===== config.mk =====
export PLATFORM = sky130hd
export DESIGN_NAME = dmx_rx
export DESIGN_NICKNAME = d
export VERILOG_FILES = /design/src/rtl/dmx_rx.sv
export SDC_FILE = /design/constraint.sdc
export NUM_CORES = 1
export LEC_CHECK = 0
export CAP_MARGIN = 20
export CORE_MARGIN = 2
export CORE_UTILIZATION = 29
export DETAILED_ROUTE_END_ITERATION = 16
export PLACE_DENSITY_LB_ADDON = 0.25
export SLEW_MARGIN = 25
export SYNTH_ARGS = -nofsm -noshare
export SYNTH_HDL_FRONTEND = slang
export SYNTH_SLANG_ARGS = --single-unit

===== constraint.sdc =====
create_clock -name clk -period 4.5 [get_ports clk]
set_input_delay 0.675 -clock clk [delete_from_list [all_inputs] [get_ports clk]]
set_output_delay 0.675 -clock clk [all_outputs]
set_load 0.005 [all_outputs]

===== src/rtl/dmx_rx.sv =====
// dmx_rx - DMX512 receiver (250 kbit/s, 8N2).
// Decodes BREAK / MAB / start code from the synchronised RS-485 line, captures
// the one slot selected by addr, and reports packet completion, framing errors
// and signal presence.
// Ports:
//   clk          system clock
//   rst_n        asynchronous active-low reset
//   rx           DMX line, idle high, asynchronous to clk
//   addr         wanted slot (latched at each BREAK); 0 selects nothing
//   dmx_data     last captured value of the addressed slot
//   data_valid   1-cycle pulse when dmx_data is updated
//   packet_done  1-cycle pulse when a packet with start code 0x00 is closed
//   last_slots   number of data slots in the closed packet (0..512)
//   frame_err    1-cycle pulse on a low stop bit that does not turn into a BREAK
//   signal_ok    high while packets keep arriving
module dmx_rx #(
   parameter int CLK_FREQ     = 12090000,
   parameter int BAUD_RATE    = 250000,
   parameter int BREAK_MIN_US = 88,
   parameter int TIMEOUT_MS   = 1000
) (
   input  logic       clk,
   input  logic       rst_n,
   input  logic       rx,
   input  logic [8:0] addr,
   output logic [7:0] dmx_data,
   output logic       data_valid,
   output logic       packet_done,
   output logic [9:0] last_slots,
   output logic       frame_err,
   output logic       signal_ok
);

   localparam int BIT_CYC   = CLK_FREQ / BAUD_RATE;
   localparam int HALF_CYC  = BIT_CYC / 2;
   localparam int BREAK_CYC = (CLK_FREQ / 1000000) * BREAK_MIN_US;
   localparam int TMO_CYC   = TIMEOUT_MS * (CLK_FREQ / 1000);

   localparam logic [15:0] BIT_LAST  = 16'(BIT_CYC - 1);
   localparam logic [15:0] HALF_LAST = 16'(HALF_CYC - 1);
   localparam logic [31:0] BREAK_LIM = 32'(BREAK_CYC);
   localparam logic [31:0] TMO_LAST  = 32'(TMO_CYC - 1);

   typedef enum logic [2:0] {IDLE, MAB, START, DATA, STOP, ERRWAIT} state_t;

   state_t      state;
   logic        rx_m, rxs, rxs_d;
   logic [31:0] low_cnt;
   logic [31:0] tmo_cnt;
   logic [15:0] cyc_cnt;
   logic [2:0]  bit_idx;
   logic [7:0]  shreg;
   logic [9:0]  slot_cnt;   // data slots completed in the open packet
   logic [8:0]  addr_l;
   logic        sc_ok;      // open packet has start code 0x00

   logic        rise, fall, brk;
   logic [9:0]  nxt_slot;

   assign rise     = rxs & ~rxs_d;
   assign fall     = ~rxs & rxs_d;
   assign brk      = rise && (low_cnt >= BREAK_LIM);
   assign nxt_slot = slot_cnt + 10'd1;

   always_ff @(posedge clk or negedge rst_n) begin
      if (!rst_n) begin
         rx_m        <= 1'b1;
         rxs         <= 1'b1;
         rxs_d       <= 1'b1;
         state       <= IDLE;
         low_cnt     <= '0;
         tmo_cnt     <= '0;
         cyc_cnt     <= '0;
         bit_idx     <= '0;
         shreg       <= '0;
         slot_cnt    <= '0;
         addr_l      <= '0;
         sc_ok       <= 1'b0;
         dmx_data    <= '0;
         data_valid  <= 1'b0;
         packet_done <= 1'b0;
         last_slots  <= '0;
         frame_err   <= 1'b0;
         signal_ok   <= 1'b0;
      end else begin
         rx_m        <= rx;
         rxs         <= rx_m;
         rxs_d       <= rxs;
         data_valid  <= 1'b0;
         packet_done <= 1'b0;
         frame_err   <= 1'b0;

         // Low-time counter saturates once a BREAK length has been seen.
         if (!rxs) begin
            if (low_cnt < BREAK_LIM) low_cnt <= low_cnt + 32'd1;
         end else begin
            low_cnt <= '0;
         end

         // Timeout saturates; signal_ok stays low until the next packet_done.
         if (tmo_cnt < TMO_LAST) tmo_cnt <= tmo_cnt + 32'd1;
         else                    signal_ok <= 1'b0;

         if (brk) begin
            // BREAK wins over whatever the slot FSM was doing.
            if (sc_ok) begin
               packet_done <= 1'b1;
               last_slots  <= slot_cnt;
               signal_ok   <= 1'b1;
            end
            addr_l   <= addr;
            slot_cnt <= '0;
            sc_ok    <= 1'b0;
            tmo_cnt  <= '0;
            state    <= MAB;
         end else begin
            case (state)
               IDLE: ;
               MAB: begin
                  if (fall) begin
                     cyc_cnt <= '0;
                     state   <= START;
                  end
               end
               START: begin
                  if (cyc_cnt == HALF_LAST) begin
                     cyc_cnt <= '0;
                     bit_idx <= '0;
                     state   <= rxs ? MAB : DATA;   // high at centre = glitch
                  end else begin
                     cyc_cnt <= cyc_cnt + 16'd1;
                  end
               end
               DATA: begin
                  if (cyc_cnt == BIT_LAST) begin
                     cyc_cnt <= '0;
                     shreg   <= {rxs, shreg[7:1]};  // LSB arrives first
                     bit_idx <= bit_idx + 3'd1;
                     if (bit_idx == 3'd7) state <= STOP;
                  end else begin
                     cyc_cnt <= cyc_cnt + 16'd1;
                  end
               end
               STOP: begin
                  if (cyc_cnt == BIT_LAST) begin
                     cyc_cnt <= '0;
                     if (!rxs) begin
                        state <= ERRWAIT;
                     end else if (!sc_ok) begin
                        // First slot after BREAK is the start code.
                        sc_ok    <= (shreg == 8'h00);
                        slot_cnt <= '0;
                        state    <= (shreg == 8'h00) ? MAB : IDLE;
                     end else begin
                        if (nxt_slot == {1'b0, addr_l}) begin
                           dmx_data   <= shreg;
                           data_valid <= 1'b1;
                        end
                        if (nxt_slot == 10'd512) begin
                           packet_done <= 1'b1;
                           last_slots  <= 10'd512;
                           signal_ok   <= 1'b1;
                           sc_ok       <= 1'b0;
                           slot_cnt    <= nxt_slot;
                           state       <= IDLE;
                        end else begin
                           slot_cnt <= nxt_slot;
                           state    <= MAB;
                        end
                     end
                  end else begin
                     cyc_cnt <= cyc_cnt + 16'd1;
                  end
               end
               ERRWAIT: begin
                  // A rise that qualifies as BREAK is handled above.
                  if (rise) begin
                     frame_err <= 1'b1;
                     sc_ok     <= 1'b0;
                     state     <= IDLE;
                  end
               end
               default: state <= IDLE;
            endcase
         end
      end
   end

endmodule


### Word-level counts from Yosys, hierarchy flattened

Cells that the tools add are included.

| storage, ports and cells | value |
|---|---|
| register bits | 139 |
| input port bits | 12 |
| output and inout bits | 22 |
| logic and storage cells | 142 |

| operators by class | value |
|---|---|
| add/subtract/negate cells | 5 |
| magnitude comparators | 3 |
| equality and inequality tests | 23 |
| muxes and demuxes | 67 |
| bitwise gates (word level) | 5 |
| reduce and logical (&&, ||, !) cells | 21 |

Operators by type and width:

| kind | number |
|---|---|
| $mux 32 | 4 |
| $mux 10 | 12 |
| $add 32x1->32 const B | 2 |
| $mux 16 | 3 |
| $pmux 16 s3 | 1 |
| $mux 1 | 33 |
| $ge 32x11->1 const B | 1 |
| $lt 32x11->1 const B | 1 |
| $lt 32x24->1 const B | 1 |
| $mux 3 | 10 |
| $ne 3x3->1 const B | 8 |
| $pmux 3 s6 | 1 |
| $add 16x1->16 const B | 1 |
| $eq 16x5->1 const B | 1 |
| $eq 16x6->1 const B | 1 |
| $reduce_bool 2->1 | 7 |
| $reduce_and 6->1 | 2 |
| $add 10x1->10 const B | 1 |
| $eq 10x10->1 const B | 1 |
| $eq 10x9->1 | 1 |
| $ne 2x2->1 const B | 5 |
| $eq 3x3->1 const B | 3 |
| $reduce_and 3->1 | 3 |
| $logic_not 8->1 | 1 |
| other kinds (14) | 20 |

### Depth between registers and ports, before layout

Gate-level depths: netlist of run 1.

| logic depth | value |
|---|---|
| depth after elaboration | 8 |
| depth in mapped cells | 9 |
| depth with buffers taken out | 8 |

### Worst setup path before layout of run 1

OpenSTA, ideal clock, no wires.

| timing | value |
|---|---|
| path type | register to register |
| from | register cyc_cnt[0] |
| to | register dmx_data[0] |
| setup time | 0.125 ns |
| arrival | 2.467 ns |
| slack | 1.908 ns |
| stages on the path, launching flop included | 9 |
| path buffers | 1 |
| clock period less this slack | 2.592 ns |
| cells stage by stage | dfrtp_1 -> ha_1 -> and3_2 -> nand3_2 -> or4_1 -> clkbuf_2 -> a211o_1 -> nor3_4 -> mux2_2 |

| between the ends | value |
|---|---|
| longest elaborated chain between the ends | 2 |

RTL lines:

| what | RTL line | RTL |
|---|---|---|
| from (decl) | 50 | `logic [15:0] cyc_cnt;` |
| from (signal assigned) | 131 | `cyc_cnt <= cyc_cnt + 16'd1;` |
| from (signal assigned) | 141 | `cyc_cnt <= cyc_cnt + 16'd1;` |
| from (signal assigned) | 172 | `cyc_cnt <= cyc_cnt + 16'd1;` |
| $eq 16x6->1 | 145 | `if (cyc_cnt == BIT_LAST) begin` |
| $reduce_and 6->1 (no line) | -- |  |
| to (signal assigned) | 156 | `dmx_data <= shreg;` |
| to (decl) | 26 | `output logic [7:0] dmx_data,` |

Every way passes these cells.
A chain may end at the register's enable or synchronous reset.

### Final worst setup path of run 1

| timing | value |
|---|---|
| from | register cyc_cnt[0] |
| to | register dmx_data[5] |

The elaborated chain is that of the path after synthesis.

==> run summary, run 1 <==
The flow ran to the end, and the final reports show no timing, DRC or antenna violations. The tools report the overall power as 2.65 mW. The tools report the antenna cell count as 0. The worst clock skew on the final layout is 0.0103 ns.

The later pin in the worst-skew pair is clocked with a latency of 0.43 ns. The part of the total power dissipated in combinational logic was 1.9%. The worst setup path is captured at a flip-flop.

Mux contribution to synthesized area: 3.60%. Using the TritonRoute via totals, the vias-per-cell ratio works out to 5.02. After the flow finishes, the layout carries non-filler instances totaling 997.

The number of warnings issued by yosys came out at 0. Class of the worst hold path: input port to asynchronous set/reset pin. The detail route stage leaves a number of antenna-violating nets equal to 0. For this run, asynchronously set or reset flops after synthesis account for 100%. Of the total synthesized cell area, the portion taken by AND, OR, NAND and NOR gates is 22.4%.

Across every metal layer, demand over resource in global routing totals 13.3%. When the netlist entered floorplanning its net count stood at 696. Buffers inserted to repair hold after CTS numbered 0. Counting I/O delays and the setup requirement, the final critical path takes 3.02 ns. The type of element launching the critical path was a flip-flop. Once the floorplan was initialized, standard cells occupied 29.7% of the core.

Summing the areas of all fa, ha and maj instances in the mapped netlist gives 1.30% of the synthesized area. For the first-iteration detailed-routing DRC count, the log shows 240. In this run the static leakage power is 3.39 nW. The synthesized instance count was 677; the pre-CTS setup slack was 1.46 ns.

The pre-antenna-repair detailed-routing pass consisted of 4 iterations. The critical path arrival is 3.32 ns, and the post-route fraction of the period consumed by the critical path is 67.1%. For this run, the post-layout net count is 718.

The slew at the pin with the worst max-slew slack works out to 0.907 ns. Max-cap violations in this run came to 0. Entering global routing, the biggest net connects 81 pins. The clock-pin slew of the registers on the worst-case setup and hold paths works out to 0.07 ns.

In this run the tool buffered the top-level ports with 33 buffer cells. The synthesis-stage register bit count was 139; the number of remaining DRC errors was 0. The maximum fanout along the worst path works out to 8. STA puts the critical path data required time at 4.80 ns. Once the clock tree was built, the resizer swapped 0 gates to a different size. The tools report the sequential cell fraction of total power as 47.4%. The tools report the number of global-route vias before repair as 4941. Summing every instance area after synthesis gives 6740 sq um. The post-route netlist has 10.1% of its cells at a drive strength greater than 1.

The initial antenna violation count is 0. The average instance in the mapped netlist occupies 9.96 sq um. Number of pins exceeding their max-slew limit in the final report: 0. The run gives 25800 microns as the global-route wire length before repair. The compound-gate portion of the synthesized area came out at 14.3%. The summed area of non-filler cells in the final layout is 7920 sq um, and the total wire length after detailed routing is 15400 microns. In this run the deepest clock path goes through 2 buffers.

Detailed placement finished with a half-perimeter wire length of 10200 microns. The final setup slack of the worst path was 1.48 ns; the average wire per cell in the routed design was 15.4 microns. The number of rows in the core area is 55, and the maximum vdd ir drop is 0.000226 V.

Measured along the x axis, the die boundary spans 156 microns. The timing-limited maximum frequency is 0.331 GHz, and the final hold violation count is 0. Internal power comes to 2.01 mW.

The switching power of the nets is 0.643 mW, and the post-placement cell count is 965. The critical path is of the flip-flop to flip-flop type. The area growth from synthesis to layout is 17.4%. Dividing total power by cell area gives a power density of 335 nW/um^2. The clock network accounts for 50.7% of the total power. Buffers added to address setup during post-CTS repair amount to 0. 34 I/O pins were placed. Routability-driven placement finished with a final weighted congestion of 0.785. TritonCTS built the clock tree.

The vias after detailed routing came out at 5001. The die outline area came out at 24500 sq um. The number of failing setup endpoints in the final timing report is 0.

The logs give 51.7% for the portion of the post-synthesis area used by sequential elements and 0 ns for the aggregate negative setup slack. In this run the tightest slew margin relative to its limit is 39.5%. The dominant combinational cell family by area after synthesis was simple AND/OR/NAND/NOR gates.

The total placed instance area came out at 7360 sq um. The fraction of power spent switching nets was 24.2%; the number of flops mapped to enable cells by yosys was 0. The run gives 4 as the H-tree depth. The dominant synthesized flop cell is dfrtp_1. The die is 156 microns tall. The placeable core region came out at 22700 sq um. The run gives 0 as the final global-route overflow total. Buffers inserted during clock tree synthesis total 17. Setup repair after global routing left no endpoint under its margin. The tree is rooted in a clkbuf_16. CTS saw 139 sinks. The number of distinct library cells after synthesis came out at 62. Summing the areas of all xor and xnor instances in the mapped netlist gives 3.64% of the synthesized area.
## placed cells by master, fill, tap and decap left out, types with 5 or more instances in the layout
cell type,n
dfrtp_1,136
nand2_1,75
nor2_1,43
o21ai_0,39
clkdlybuf4s50_1,32
nand3_1,24
a21oi_1,24
nor2b_1,24
nand4_1,20
nor3_1,19
mux2_2,18
clkbuf_16,17
inv_1,16
xnor2_1,15
nor4_1,13
xor2_1,13
and2_1,12
or4_1,11
o31ai_1,11
or3_1,10
a32o_1,10
and3_1,8
inv_6,8
o211ai_1,7
a21o_1,7
a22o_1,7
ha_1,7
buf_4,7
a31oi_1,6
and4_1,5
## critical path, stage by stage (launching register included)
cell and delay [ns]:
dfrtp_1 0.42, ha_1 0.24, and3_2 0.24, nand3_2 0.10
or4_1 0.70, a211o_1 0.37, nor3_4 0.40, mux2_2 0.40
## Yosys cell counts (all sizes together), types with 3 or more instances
cell type / instances / area share [%]
dfrtp: 136 / 50
nand2: 75 / 4.2
nor2: 43 / 2.4
o21ai: 42 / 3.1
clkbuf: 28 / 1.6
nand3: 25 / 1.9
a21oi: 24 / 1.8
nor2b: 24 / 2.2
nor3: 22 / 1.9
nand4: 20 / 1.9
mux2: 18 / 3.0
inv: 16 / 0.89
xnor2: 15 / 1.9
nor4: 13 / 1.2
xor2: 13 / 1.7
and2: 12 / 1.1
o31ai: 12 / 1.4
or4: 11 / 1.2
a32o: 10 / 1.5
or3: 10 / 0.93
and3: 9 / 0.85
buf: 9 / 0.65
a21o: 7 / 0.78
a22o: 7 / 0.91
a31oi: 7 / 0.65
ha: 7 / 1.3
o211ai: 7 / 0.78
and4: 5 / 0.65
mux2i: 4 / 0.59
nand2b: 4 / 0.37
nor3b: 4 / 0.45
o2111ai: 4 / 0.52
a22oi: 3 / 0.33
dfstp: 3 / 1.2
nand4b: 3 / 0.39
o21a: 3 / 0.33
o41ai: 3 / 0.39
## final cells by class
cell class | count | area [sq um]
clock inverter | 14 | 123
tap | 285 | 357
multi-input combinational | 485 | 3070
timing repair buffer | 40 | 384
fill | 2313 | 14800
clock buffer | 18 | 439
sequential | 139 | 3480
inverter | 16 | 60.1
## per-stage QoR
step | hold WS, ns | util, %
finish | 0.286 | 34.9
global route | 0.353 | 34.9
CTS | 0.325 | 34.9
detailed placement | 0.347 | 32.4
global placement | 0.347 | 32.4
floorplan | 0.345 | -
## layer usage
| layer | routed length (microns) | GRT usage, % | part of all wire (%) | vias to the layer above |
|---|---|---|---|---|
| li1 | - | - | - | 2501 |
| met1 | 7800 | 18.6 | 51 | 2425 |
| met2 | 6950 | 20.3 | 45 | 60 |
| met3 | 419 | 2.77 | 2.7 | 15 |
| met4 | 195 | 4.72 | 1.3 | 0 |
| met5 | 0 | 0 | 0 | - |
## final timing paths
| path | from | end | slack (ns) | depth (start not counted) |
|---|---|---|---|---|
| min in group clk | rx_m$_DFF_PN1_ | rxs$_DFF_PN1_ | 0.35 | 0 |
| max reg2reg | cyc_cnt[0]$_DFFE_PN0P_ | dmx_data[5]$_DFFE_PN0P_ | 1.48 | 7 |
| min reg2reg | rx_m$_DFF_PN1_ | rxs$_DFF_PN1_ | 0.35 | 0 |
| max | cyc_cnt[0]$_DFFE_PN0P_ | dmx_data[5]$_DFFE_PN0P_ | 1.48 | 7 |
| max in group asynchronous | rst_n | low_cnt[15]$_DFFE_PN0P_ | 3.29 | 2 |
| min | rst_n | addr_l[5]$_DFFE_PN0N_ | 0.29 | 1 |
## power by group through the flow
| stage | clock [mW] | sequential, mW | combinational (mW) |
|---|---|---|---|
| finish | 1.34 | 1.26 | 0.0505 |
| global route | 1.44 | 1.26 | 0.0595 |
| CTS | 1.39 | 1.26 | 0.0535 |
| detailed placement | 0 | 1.28 | 0.0535 |
| global placement | 0 | 1.28 | 0.0534 |
| floorplan | 0 | 1.28 | 0.0113 |
## state kept, by name, summed over array words and instances (netlist names)
signal       cells
low_cnt         32
tmo_cnt         32
cyc_cnt         16
last_slots      10
slot_cnt        10
addr_l           9
dmx_data         8
shreg            8
bit_idx          3
state            3
data_valid       1
frame_err        1
packet_done      1
rx_m             1
rxs              1
rxs_d            1
sc_ok            1
signal_ok        1
## cell families (layout without fill, tap and decap cells)
family / after synthesis / count (layout)
AND/OR/NAND/NOR: 286 / 286
AO/OA/AOI/OAI: 142 / 142
flip-flops: 139 / 139
buffers and inverters: 53 / 88
XOR/XNOR: 28 / 28
multiplexers: 22 / 22
adder cells (fa/ha/maj): 7 / 7
Power figures use the tool's default switching activity.
==> inputs of run 2 (changes only) <==
Clock period 4.5 ns to 2.49 ns, I/O delays scaled along.
==> run 2 against run 1 <==
  * The run now ends with setup timing left
  * Count of clock-buffer cells in the layout grew 1
  * Sequential power grew 80%
  * Highest routed layer unchanged
  * Via count up 4.8%
  * Flip-flop and latch count did not move
  * Critical path type unchanged
  * Sequential share of layout area shrank 3.1 points
  * Worst setup slack worse by 1.5 ns
  * Total power is 77% higher
  * Register-to-register slack worse by 1.5 ns
  * Combinational power increased by 98%
  * Cell count up 6.6%
==> run summary, run 2 (synthesized netlist as in run 1, its figures left out) <==
The antenna cell count was 0 (unchanged); the post-route fraction of the period consumed by the critical path was 100% (+33 points). Die outline area: 24500 sq um (unchanged). TritonCTS built the clock tree. The tools report the required arrival time at the worst endpoint as 2.79 ns (-2.01 ns).

The fraction of power spent switching nets is 23.3% (-0.94 points), and the count of cells along the worst hold path is 0. The most common library cell in the layout ignoring fill and taps is dfrtp_1. The worst setup path startpoint is cyc_cnt[1]$_DFFE_PN0P_. The area of the multi-input gates is 3140 sq um (+2.2%).

The logs give 5 (+1) for the first-pass detailed-route iteration total and 5243 (+4.8%) for the vias after detailed routing. For the number of pins exceeding their max-slew limit in the final report, the log shows 0 (unchanged). The number of vias per cell after detailed routing came out at 4.93 (-1.7%).

Kind of critical path: flip-flop to flip-flop. The class of the worst hold path was flip-flop to flip-flop. The run gives 2 (unchanged) as the number of buffers on the longest clock path.

The average wire per cell in the routed design is 15.3 microns (-0.62%). For the global-route wire length before repair, the log shows 27700 microns (+7.5%). The tools report the H-tree depth as 4 (unchanged).

The run gives 0 (unchanged) as the number of remaining DRC errors. The number of fill cells was 2245 (-2.9%). The tools report the sequential cell fraction of total power as 48.5% (+1.1 points).

The total global-route track usage is 14.3% (+1.0 points). STA classifies the critical path startpoint as a flip-flop. The tools report the first-iteration detailed-routing DRC count as 253 (+5.4%). The max-capacitance violation count is 0 (unchanged), and the switching power of the nets is 1.09 mW (+70%). The maximum fanout along the worst path works out to 8 (unchanged). The logs give 3 (+3) for the number of failing setup endpoints in the final timing report and 7850 sq um (+6.7%) for the total placed instance area. The clock-pin slew of the registers on the worst-case setup and hold paths came out at 0.06 ns (about the same). The number of cell instances on the worst register-to-register path was 8 (+1); the slew at the pin with the worst max-slew slack was 0.552 ns (-0.355 ns).

The maximum number of pins on one net before global-route repair came out at 53 (-35%). The flow ran to the end, but the final reports show violations. For the starting density of the core, the log shows 29.7% (unchanged). The critical path capture point type was a flip-flop. The chip height came out at 156 microns (unchanged).

The number of nets with antenna violations after routing came out at 0 (unchanged). The number of top-level pins was 34 (unchanged); the sequential cell area was 3480 sq um (unchanged). The horizontal extent of the die works out to 156 microns (unchanged). The number of rows in the core area was 55 (unchanged); the final global-route overflow total was 0 (unchanged). Reg-to-reg startpoint: cyc_cnt[1]$_DFFE_PN0P_.

The maximum vdd ir drop is 0.000510 V (+130%). The area growth from synthesis to layout is 26.3%. The number of buffers created by CTS was 17 (unchanged).

Traced cell by cell, the critical path runs through ha_2 -> and3_4 -> nand3_4 -> or4_4 -> a211o_1 -> nor3_4 -> buf_12 -> mux2_4. The power density normalized to cell area was 551 nW/um^2 (+65%). The clock period minus final worst setup slack is 2.49 ns (-0.526 ns).

The number of global-route vias before repair is 5269 (+6.6%), and the final setup slack of the worst path is -0.00303 ns (-1.48 ns). For hold timing, the worst endpoint is rxs$_DFF_PN1_. Initial antenna violation count: 0 (unchanged). Startpoint of the most critical hold path: rx_m$_DFF_PN1_.

The checks that failed: setup timing. The run gives 0.0136 ns (+0.00334 ns) as the worst clock skew on the final layout. The cell class contributing the biggest share of worst-path delay was simple AND/OR/NAND/NOR gates. The total wire length after detailed routing is 16300 microns (+6.0%). The tools report the sink count of the clock tree as 139 (unchanged).

The top cell types in the final layout, fill and taps aside, are dfrtp_1 (136), nand2_1 (75), buf_4 (67), nor2_1 (43), o21ai_0 (38). The largest registers in the layout are low_cnt: 32 flops, tmo_cnt: 32 flops, cyc_cnt: 16 flops. The net count of the finished layout was 784 (+9.2%); the flop-to-flop setup slack was -0.003 ns (-1.48 ns). The tools report the design internal power as 3.60 mW (+79%). The run gives 22700 sq um (unchanged) as the placeable core region. Setup repair after global routing could not meet its margin everywhere. The longest individual stage delay on the worst path is 0.55 ns (-0.15 ns), and the number of buffer and inverter stages on the critical path is 1 (+1). In this run the clock root is driven by a clkbuf_16. The port buffer count is 33 (unchanged). The summed area of non-filler cells in the final layout is 8510 sq um (+7.5%), and the insertion delay of the later-clocked pin in the worst-skew pair is 0.43 ns (about the same).

The part of the total power dissipated in combinational logic was 2.1% (+0.2 points). The post-detailed-placement half-perimeter wirelength came out at 11100 microns (+9.4%). The global placement routability congestion is 0.798 (+1.6%).

The endpoint identified for the worst register-to-register timing path is dmx_data[1]$_DFFE_PN0P_. The fraction of power consumed by the clock network came out at 49.4% (-1.3 points). The run gives -0.00731 ns (-0.00731 ns) as the aggregate negative setup slack.

The remaining max-slew budget at the tightest pin came out at 62.9% (+23 points). For the timing-limited maximum frequency, the log shows 0.401 GHz (+21%). The largest individual stage delay along the critical path comes from the cell or4_4. The logs give 0.357 ns (+0.0709 ns) for the tightest hold margin and 0 (unchanged) for the final hold violation count. The critical path arrival is 2.80 ns (-0.52 ns). The share of final-layout standard cells stronger than drive strength 1 came out at 18.4% (+8.3 points). The tools report the static leakage as 3.73 nW (+9.8%).
==> run 2: cell count changes in the layout (fill, tap and decap cells not counted), sizes merged <==
cell | before | now
buf | 8 | 73
clkbuf | 18 | 19
clkinv | 3 | 6
clkinvlp | 1 | 5
dlygate4sd3 | 0 | 1
inv | 26 | 18
==> run 2: power by group through the flow <==
| stage | logic (mW) | registers (mW) | clock network (mW) |
|---|---|---|---|
| after floorplan | 0.0205 | 2.32 | 0 |
| final | 0.100 | 2.27 | 2.32 |
| after global placement | 0.105 | 2.32 | 0 |
| after global routing | 0.117 | 2.27 | 2.48 |
| after CTS | 0.106 | 2.27 | 2.38 |
| after detailed placement | 0.104 | 2.32 | 0 |
==> run 2: per-stage QoR <==
step | worst slack [ns] | utilization (%) | std cells | total power, mW
after CTS | -0.0586 | 37.2 | 1058 | 4.76
after global placement | -0.0479 | 34.6 | 1024 | 2.42
after floorplan | -0.0955 | - | 677 | 2.34
after detailed placement | -0.0740 | 34.6 | 1024 | 2.42
final | -0.00303 | 37.5 | 1063 | 4.69
after global routing | -0.0774 | 37.5 | 1063 | 4.88
==> run 2: cell type report <==
class,count,share of cell area (%)
Clock buffer,19,5.20
Tap cell,285,4.19
Timing Repair Buffer,106,11.0
Sequential cell,139,40.9
Multi-Input combinational cell,485,36.9
Clock inverter,13,1.13
Inverter,16,0.705
==> run 2: worst max-delay path by stage <==
stage / slack (ns) / cells past startpoint / endpoint
after global placement: -0.05 / 8 / dmx_data[3]$_DFFE_PN0P_
after CTS: -0.06 / 7 / dmx_data[3]$_DFFE_PN0P_
after floorplan: -0.1 / 8 / dmx_data[0]$_DFFE_PN0P_
final: -0.003 / 8 / dmx_data[1]$_DFFE_PN0P_
after detailed placement: -0.07 / 8 / dmx_data[5]$_DFFE_PN0P_
after global routing: -0.08 / 8 / dmx_data[3]$_DFFE_PN0P_
==> run 2: metal layers <==
metal,vias to the layer above,track usage [%],wire length (microns)
met5,-,0,0
met4,0,3.93,179
met3,13,3.38,465
met2,64,20.9,7170
met1,2526,21.2,8460
li1,2640,-,-
==> run 2: timing repair <==
item	4_1_cts	5_1_grt
buffers inserted	1	5
pin swaps	5	10
endpoints found under the setup margin	8	29
hold endpoints to repair	35	0
gates resized for setup	10	8
hold buffers	1	0
gates cloned	0	0
